[src/rtl/cfg_param_pkg.sv]
// cfg_param_pkg: shared FSM states, register indices and beat-counter type for cfg_param_sequencer
package cfg_param_pkg;
  typedef enum logic [1:0] {INIT, IDLE, CALC, PUSH} state_t;
  typedef logic [1:0] beat_cnt_t;
  localparam beat_cnt_t IDX_WIDTH = 2'd0;
  localparam beat_cnt_t IDX_DEPTH = 2'd1;
  localparam beat_cnt_t IDX_ARR   = 2'd2;
  localparam beat_cnt_t IDX_OFF   = 2'd3;
endpackage

[src/rtl/cfg_param_sequencer_if.sv]
// cfg_param_sequencer_if: host write channel plus downstream config beat channel
// master: host/consumer side (drives wr_valid/wr_addr/wr_data/cfg_ready)
// slave:  sequencer side (drives wr_ready/wr_err/cfg_valid/cfg_addr/cfg_data/init_done)
interface cfg_param_sequencer_if #(
  parameter int DW = 32
);
  logic          wr_valid;
  logic          wr_ready;
  logic [1:0]    wr_addr;
  logic [DW-1:0] wr_data;
  logic          wr_err;
  logic          cfg_valid;
  logic          cfg_ready;
  logic [1:0]    cfg_addr;
  logic [DW-1:0] cfg_data;
  logic          init_done;
  modport master (
    output wr_valid, wr_addr, wr_data, cfg_ready,
    input  wr_ready, wr_err, cfg_valid, cfg_addr, cfg_data, init_done
  );
  modport slave (
    input  wr_valid, wr_addr, wr_data, cfg_ready,
    output wr_ready, wr_err, cfg_valid, cfg_addr, cfg_data, init_done
  );
endinterface

[src/rtl/cfg_param_derive.sv]
// cfg_param_derive: registered derivation arr_q = width*depth, off_q = arr_q-1 (mod 2^DW)
// Ports: clk, rst (sync, active-high), width/depth in; arr_q/off_q out, one-cycle latency
module cfg_param_derive #(
  parameter int WIDTH_DEF = 8,
  parameter int DEPTH_DEF = 16,
  parameter int DW = 32
) (
  input  logic          clk,
  input  logic          rst,
  input  logic [DW-1:0] width,
  input  logic [DW-1:0] depth,
  output logic [DW-1:0] arr_q,
  output logic [DW-1:0] off_q
);
  logic [DW-1:0] arr_d, off_d;
  always_comb begin
    arr_d = width * depth;
    off_d = arr_d - DW'(1);
  end
  always_ff @(posedge clk) begin
    if (rst) begin
      arr_q <= DW'(WIDTH_DEF * DEPTH_DEF);
      off_q <= DW'(WIDTH_DEF * DEPTH_DEF) - DW'(1);
    end else begin
      arr_q <= arr_d;
      off_q <= off_d;
    end
  end
endmodule

[src/rtl/cfg_param_sequencer.sv]
// cfg_param_sequencer: broadcasts default config after reset, then pushes host-updated and derived registers
// Ports: clk, rst (sync, active-high); bus (cfg_param_sequencer_if.slave) carries the host write
// channel (wr_*) and the downstream valid/ready beat channel (cfg_*) plus init_done.
// Optional: define CFG_PARAM_SEQ_FILTER_EN to swallow writes that do not change the register.
module cfg_param_sequencer
  import cfg_param_pkg::*;
#(
  parameter int WIDTH_DEF = 8,
  parameter int DEPTH_DEF = 16,
  parameter int DW = 32
) (
  input logic clk,
  input logic rst,
  cfg_param_sequencer_if.slave bus
);
  state_t        state_q, state_d;
  logic [DW-1:0] width_q, width_d, depth_q, depth_d, cfg_data_q, cfg_data_d, arr, off;
  beat_cnt_t     cfg_addr_q, cfg_addr_d, idx_q, idx_d, nxt;
  logic          cfg_valid_q, cfg_valid_d, wr_err_q, wr_err_d, init_done_q, init_done_d;
  logic          done, same;
  logic [DW-1:0] regs [4];

  cfg_param_derive #(
    .WIDTH_DEF(WIDTH_DEF),
    .DEPTH_DEF(DEPTH_DEF),
    .DW(DW)
  ) u_derive (
    .clk(clk),
    .rst(rst),
    .width(width_q),
    .depth(depth_q),
    .arr_q(arr),
    .off_q(off)
  );

  assign regs[IDX_WIDTH] = width_q;
  assign regs[IDX_DEPTH] = depth_q;
  assign regs[IDX_ARR]   = arr;
  assign regs[IDX_OFF]   = off;
  assign done = cfg_valid_q && bus.cfg_ready;
  // INIT walks 0..3; PUSH jumps from the written primary index straight to ARR, then OFF
  assign nxt = (state_q == PUSH && !cfg_addr_q[1]) ? IDX_ARR : cfg_addr_q + 2'd1;
`ifdef CFG_PARAM_SEQ_FILTER_EN
  assign same = bus.wr_data == (bus.wr_addr[0] ? depth_q : width_q);
`else
  assign same = 1'b0;
`endif

  assign bus.wr_ready  = state_q == IDLE;
  assign bus.wr_err    = wr_err_q;
  assign bus.cfg_valid = cfg_valid_q;
  assign bus.cfg_addr  = cfg_addr_q;
  assign bus.cfg_data  = cfg_data_q;
  assign bus.init_done = init_done_q;

  always_comb begin
    state_d     = state_q;
    width_d     = width_q;
    depth_d     = depth_q;
    idx_d       = idx_q;
    cfg_valid_d = cfg_valid_q;
    cfg_addr_d  = cfg_addr_q;
    cfg_data_d  = cfg_data_q;
    init_done_d = init_done_q;
    wr_err_d    = 1'b0;
    case (state_q)
      INIT, PUSH: begin
        if (state_q == INIT && !cfg_valid_q) begin
          cfg_valid_d = 1'b1;
          cfg_addr_d  = IDX_WIDTH;
          cfg_data_d  = regs[IDX_WIDTH];
        end else if (done && cfg_addr_q == IDX_OFF) begin
          cfg_valid_d = 1'b0;
          init_done_d = 1'b1;
          state_d     = IDLE;
        end else if (done) begin
          cfg_addr_d = nxt;
          cfg_data_d = regs[nxt];
        end
      end
      IDLE: begin
        if (bus.wr_valid && bus.wr_addr[1]) begin
          wr_err_d = 1'b1;
        end else if (bus.wr_valid && !same) begin
          idx_d   = bus.wr_addr;
          width_d = bus.wr_addr[0] ? width_q : bus.wr_data;
          depth_d = bus.wr_addr[0] ? bus.wr_data : depth_q;
          state_d = CALC;
        end
      end
      CALC: begin
        cfg_valid_d = 1'b1;
        cfg_addr_d  = idx_q;
        cfg_data_d  = regs[idx_q];
        state_d     = PUSH;
      end
    endcase
  end

  always_ff @(posedge clk) begin
    if (rst) begin
      state_q     <= INIT;
      width_q     <= DW'(WIDTH_DEF);
      depth_q     <= DW'(DEPTH_DEF);
      idx_q       <= IDX_WIDTH;
      cfg_valid_q <= 1'b0;
      cfg_addr_q  <= IDX_WIDTH;
      cfg_data_q  <= '0;
      init_done_q <= 1'b0;
      wr_err_q    <= 1'b0;
    end else begin
      state_q     <= state_d;
      width_q     <= width_d;
      depth_q     <= depth_d;
      idx_q       <= idx_d;
      cfg_valid_q <= cfg_valid_d;
      cfg_addr_q  <= cfg_addr_d;
      cfg_data_q  <= cfg_data_d;
      init_done_q <= init_done_d;
      wr_err_q    <= wr_err_d;
    end
  end
endmodule
[src/flat_wrapper.sv]
// flat-port wrapper written by rule: the top's interface ports become plain ports
module cfg_param_sequencer_flat import cfg_param_pkg::*;
#(
  parameter int WIDTH_DEF = 8,
  parameter int DEPTH_DEF = 16,
  parameter int DW = 32
)
  (clk, rst, bus_wr_valid, bus_wr_addr, bus_wr_data, bus_cfg_ready, bus_wr_ready, bus_wr_err, bus_cfg_valid, bus_cfg_addr, bus_cfg_data, bus_init_done);
  cfg_param_sequencer_if #(.DW(DW)) bus_i ();
  input logic clk;
  input logic rst;
  input wire logic [$bits(bus_i.wr_valid)-1:0] bus_wr_valid;
  input wire logic [$bits(bus_i.wr_addr)-1:0] bus_wr_addr;
  input wire logic [$bits(bus_i.wr_data)-1:0] bus_wr_data;
  input wire logic [$bits(bus_i.cfg_ready)-1:0] bus_cfg_ready;
  output wire logic [$bits(bus_i.wr_ready)-1:0] bus_wr_ready;
  output wire logic [$bits(bus_i.wr_err)-1:0] bus_wr_err;
  output wire logic [$bits(bus_i.cfg_valid)-1:0] bus_cfg_valid;
  output wire logic [$bits(bus_i.cfg_addr)-1:0] bus_cfg_addr;
  output wire logic [$bits(bus_i.cfg_data)-1:0] bus_cfg_data;
  output wire logic [$bits(bus_i.init_done)-1:0] bus_init_done;
  assign bus_i.wr_valid = bus_wr_valid;
  assign bus_i.wr_addr = bus_wr_addr;
  assign bus_i.wr_data = bus_wr_data;
  assign bus_i.cfg_ready = bus_cfg_ready;
  assign bus_wr_ready = bus_i.wr_ready;
  assign bus_wr_err = bus_i.wr_err;
  assign bus_cfg_valid = bus_i.cfg_valid;
  assign bus_cfg_addr = bus_i.cfg_addr;
  assign bus_cfg_data = bus_i.cfg_data;
  assign bus_init_done = bus_i.init_done;
  cfg_param_sequencer #(.WIDTH_DEF(WIDTH_DEF), .DEPTH_DEF(DEPTH_DEF), .DW(DW)) u_core (.clk(clk), .rst(rst), .bus(bus_i));
endmodule
[config.mk]
export PLATFORM = sky130hd
export DESIGN_NAME = cfg_param_sequencer_flat
export DESIGN_NICKNAME = d
export VERILOG_FILES = /design/src/rtl/cfg_param_pkg.sv /design/src/rtl/cfg_param_sequencer_if.sv /design/src/rtl/cfg_param_derive.sv /design/src/rtl/cfg_param_sequencer.sv /design/src/flat_wrapper.sv
export SDC_FILE = /design/constraint.sdc
export NUM_CORES = 2
export LEC_CHECK = 0
export ABC_CLOCK_PERIOD_IN_PS = 8300
export CAP_MARGIN = 40
export CORE_UTILIZATION = 45
export DETAILED_ROUTE_END_ITERATION = 10
export GPL_TIMING_DRIVEN = 0
export HOLD_SLACK_MARGIN = 0.12
export SLEW_MARGIN = 20
export SYNTH_ARGS = -nofsm -noshare
export SYNTH_HDL_FRONTEND = slang
export SYNTH_SLANG_ARGS = --single-unit
[constraint.sdc]
create_clock -name clk -period 8.3 [get_ports clk]
set_input_delay 0.83 -clock clk [delete_from_list [all_inputs] [get_ports clk]]
set_output_delay 0.83 -clock clk [all_outputs]
set_load 0.005 [all_outputs]
==> flow_summary.yaml <==
cts:
  cts_max_path_buffers: 2
  cts.root.buffer_cell: "sky130_fd_sc_hd__clkbuf_16"
  clk_pin_slew_ns: 0.06
  tritoncts.num_buffers: 17
  hold_buffers: 0
  cts_htree_levels: 4
  cts.sink_count: 169
  clkLatencyLatePin_ns: 0.46
  cts_tree: "built"
grt:
  most_heavily_used_metal_layer_in_global_routing: "met2"
  antenna_found_initial: 3
  met3_usage_grt_pct: 6.385
  grt_max_degree: 20
  grtUsageMet1_pct: 42.97
  grt_pass1_wl_um: 133300
  grt_remaining_overflow: 0
  global_route.usage.met2_pct: 55.26
  grt.total_usage_pct: 33.93
  grt_pass1_vias: 21356
pwr:
  combPwrFrac_pct: 51.9
  switch_pwr_mw: 1.687
  clock_power_share_pct: 21.4
  finalPower_mw: 3.692
  power.leakage_nw: 11.93
  p_sw_share_pct: 45.70
  power.density_cell_area_nw_per_um2: 137.9
  power.internal_mw: 2.004
  power.sequential.fraction_pct: 26.7
  vdd.ir_drop.worst_uv: 202.4
sta:
  fin_skew_ns: 0.01205
  relSlewSlack_pct: 40.43
  fin_setup_tns_ns: 0
  final.min_clock_period_ns: 8.196
  finalWorstSetupSlack_ns: 0.1040
  fmax_mhz: 122.0
  finalSetupViolCount: 0
  fin_worst_hold_slack_ns: 0.4832
  worst_slew_pin_slew_ns: 0.8936
  rsz_0062_raised_after_global_routing: "yes"
  fin_crit_sh_pct: 98.75
  report.final.hold_viol_count: 0
  drv_slew: 0
floorplan:
  core.rowCount: 84
  die_footprint_um2: 53950
  dieHeight_um: 232.3
  floorplan.io_pins: 76
  initial_core_util_pct: 45.50
  fp.dieW_um: 232.3
  coreArea_um2: 52450
critical_path:
  worst_setup_path_start_kind: "flop"
  critical_path.endpoint_type: "flop"
  cp_class: "flop to flop"
  worst-endpoint-required_ns: 8.64
  critical_path_peak_fanout: 10
  cp_data_arrival_time_ns: 8.54
logic_synthesis:
  synth_enable_flop_cells: 0
  synth_top_flop_cell: "sky130_fd_sc_hd__dfxtp_1"
  post_synth_instance_area_um2: 23860
  postSynthRegisterBits: 169
  syn_inst: 2770
  synth-warning-count: 0
  syn_nets: 3346
  synth-seq-area-share_pct: 14.18
  synth.distinct_cells: 64
  synth_async_sr_flop_share_pct: 0
  postSynthAreaPerCell_um2: 8.615
drt:
  detail_route.wirelength_um: 88180
  drt-wirelength-per-cell_um: 24.58
  firstDrtPassIters: 5
  vias_per_cell: 5.677
  drt-initial-drc-count: 1535
  drc_viols: 0
  route.antenna.remaining_nets: 0
  num_vias: 20363
final_layout:
  mostFrequentLayoutCell: "sky130_fd_sc_hd__nand2_1"
  final_cell_mix: "sky130_fd_sc_hd__nand2_1, sky130_fd_sc_hd__inv_1, sky130_fd_sc_hd__fa_1, sky130_fd_sc_hd__and2_1, sky130_fd_sc_hd__dfxtp_1"
  final.fill_count: 5025
  area_growth_syn_to_fin_pct: 12.15
  drive_above_1_share_pct: 7.283
  fin_util_pct: 51.03
  finalNetCount: 3462
job:
  maxCapViolCount: 0
worst_hold_path:
  hold_class: "flop to flop"
status:
  run_status: "finished, final reports clean"
placed_design:
  place_ws_ns: -0.8162
  place.gp.congestion: 1.003
  port_buffers: 75
  dp_hpwl_um: 72370
-- final cells by class --
type | count | area [µm²] | share of cell area (%)
Multi-Input combinational cell | 1999 | 18470 | 69.02
Sequential cell | 169 | 3405 | 12.72
Inverter | 412 | 1546 | 5.779
Timing Repair Buffer | 111 | 1129 | 4.217
Tap cell | 688 | 860.8 | 3.217
Buffer | 176 | 793.3 | 2.964
Clock buffer | 23 | 457.9 | 1.711
Clock inverter | 7 | 95.09 | 0.3553
Antenna cell | 2 | 5.005 | 0.01870
-- cell families (layout without fill, tap and decap cells) --
| kind of cell | after synthesis | after routing | synth area share, % |
|---|---|---|---|
| AOI/OAI and AO/OA | 311 | 311 | 8.253 |
| xor gates and xnor gates | 105 | 105 | 3.854 |
| adders and majority gates | 538 | 538 | 41.04 |
| buffers and inverters | 602 | 729 | 9.469 |
| DFF | 169 | 169 | 14.18 |
| muxes | 33 | 33 | 3.067 |
| other | 0 | 2 | 0 |
| and+or+nand+nor | 1012 | 1012 | 20.13 |
-- flip-flops by register name, summed over array words and instances, names as in the netlist --
| signal | flops |
|---|---|
| u_core.u_derive.off_q | 32 |
| u_core.bus.cfg_valid | 1 |
| u_core.bus.wr_err | 1 |
| u_core.bus.cfg_data | 32 |
| u_core.depth_q | 32 |
| u_core.width_q | 32 |
| u_core.state_q | 2 |
| u_core.u_derive.arr_q | 32 |
| u_core.bus.init_done | 1 |
| u_core.bus.cfg_addr | 2 |
| u_core.idx_q | 2 |
-- synth_stat cells, drive strengths merged, types with 3 or more instances --
master,instances,area share (%)
clkbuf,184,2.9
a31oi,33,0.87
a22oi,3,0.094
nor2,144,2.3
mux4,32,3.0
a211oi,6,0.19
or3,8,0.23
nand3,11,0.23
nor3b,3,0.12
nor2b,17,0.45
and2,298,7.8
nand4,7,0.21
a221oi,4,0.15
o21a,7,0.22
dfxtp,169,14
nand2b,8,0.21
a211o,3,0.11
fa,408,34
inv,412,6.5
buf,6,0.094
or2,4,0.10
o21ai,54,1.1
and3,7,0.18
o21bai,4,0.17
a21o,14,0.44
nand3b,4,0.13
o211ai,39,1.2
nand2,479,7.5
ha,130,6.8
a21boi,3,0.094
xor2,26,0.95
xnor2,79,2.9
a21oi,92,1.9
nor3,16,0.38
o22ai,34,0.89
-- worst paths after layout --
kind                                startpoint                                    to  slack, ns  cells after the start
min          u_core.bus.init_done$_SDFFE_PP0P_     u_core.bus.init_done$_SDFFE_PP0P_       0.48                      2
max reg2reg    u_core.width_q[13]$_SDFFE_PP0P_  u_core.u_derive.off_q[30]$_SDFF_PP0_       0.10                     24
max            u_core.width_q[13]$_SDFFE_PP0P_  u_core.u_derive.off_q[30]$_SDFF_PP0_       0.10                     24
min reg2reg  u_core.bus.init_done$_SDFFE_PP0P_     u_core.bus.init_done$_SDFFE_PP0P_       0.48                      2
-- per-layer routing --
layer,wire length (µm),vias up
met4,4877,0
met1,35130,10379
met2,41140,999
met5,0,-
li1,-,8767
met3,7036,218
-- critical path, stage by stage, from the launching register on --
cell                       delay (ns)
sky130_fd_sc_hd__dfxtp_1         0.50
sky130_fd_sc_hd__clkbuf_4        0.32
sky130_fd_sc_hd__clkbuf_4        0.28
sky130_fd_sc_hd__nand2_1         0.11
sky130_fd_sc_hd__fa_1            0.56
sky130_fd_sc_hd__fa_1            0.46
sky130_fd_sc_hd__fa_1            0.55
sky130_fd_sc_hd__inv_1           0.05
sky130_fd_sc_hd__fa_1            0.49
sky130_fd_sc_hd__inv_1           0.05
sky130_fd_sc_hd__fa_1            0.53
sky130_fd_sc_hd__inv_1           0.06
sky130_fd_sc_hd__fa_1            0.46
sky130_fd_sc_hd__fa_1            0.64
sky130_fd_sc_hd__fa_1            0.48
sky130_fd_sc_hd__ha_1            0.41
sky130_fd_sc_hd__a21oi_1         0.33
sky130_fd_sc_hd__o21bai_1        0.18
sky130_fd_sc_hd__a221oi_4        0.45
sky130_fd_sc_hd__a21oi_4         0.15
sky130_fd_sc_hd__nor4b_1         0.28
sky130_fd_sc_hd__a211oi_1        0.09
sky130_fd_sc_hd__buf_2           0.20
sky130_fd_sc_hd__nand3_1         0.12
sky130_fd_sc_hd__mux2_1          0.33
-- power groups by stage --
stage,combinational [mW],clock [mW],sequential [mW]
after global placement,1.82,0,0.994
after detailed placement,1.84,0,0.995
after CTS,1.86,0.798,0.982
after global routing,2.05,0.827,0.993
after floorplan,1.09,0,0.978
final,1.92,0.790,0.985
-- timing repair --
| item | CTS | global route |
|---|---|---|
| buffers inserted | 1 | 11 |
| setup endpoints to repair | 15 | 10 |
| gates resized for setup | 85 | 84 |
| pin swaps | 3 | 11 |
-- metrics by stage --
step	instances	cell area [µm²]
floorplan	2770	23860
global placement	3533	25470
detailed placement	3554	25730
CTS	3575	26450
global route	3585	26760
finish	3587	26760
(Power assumes the default switching activity.)
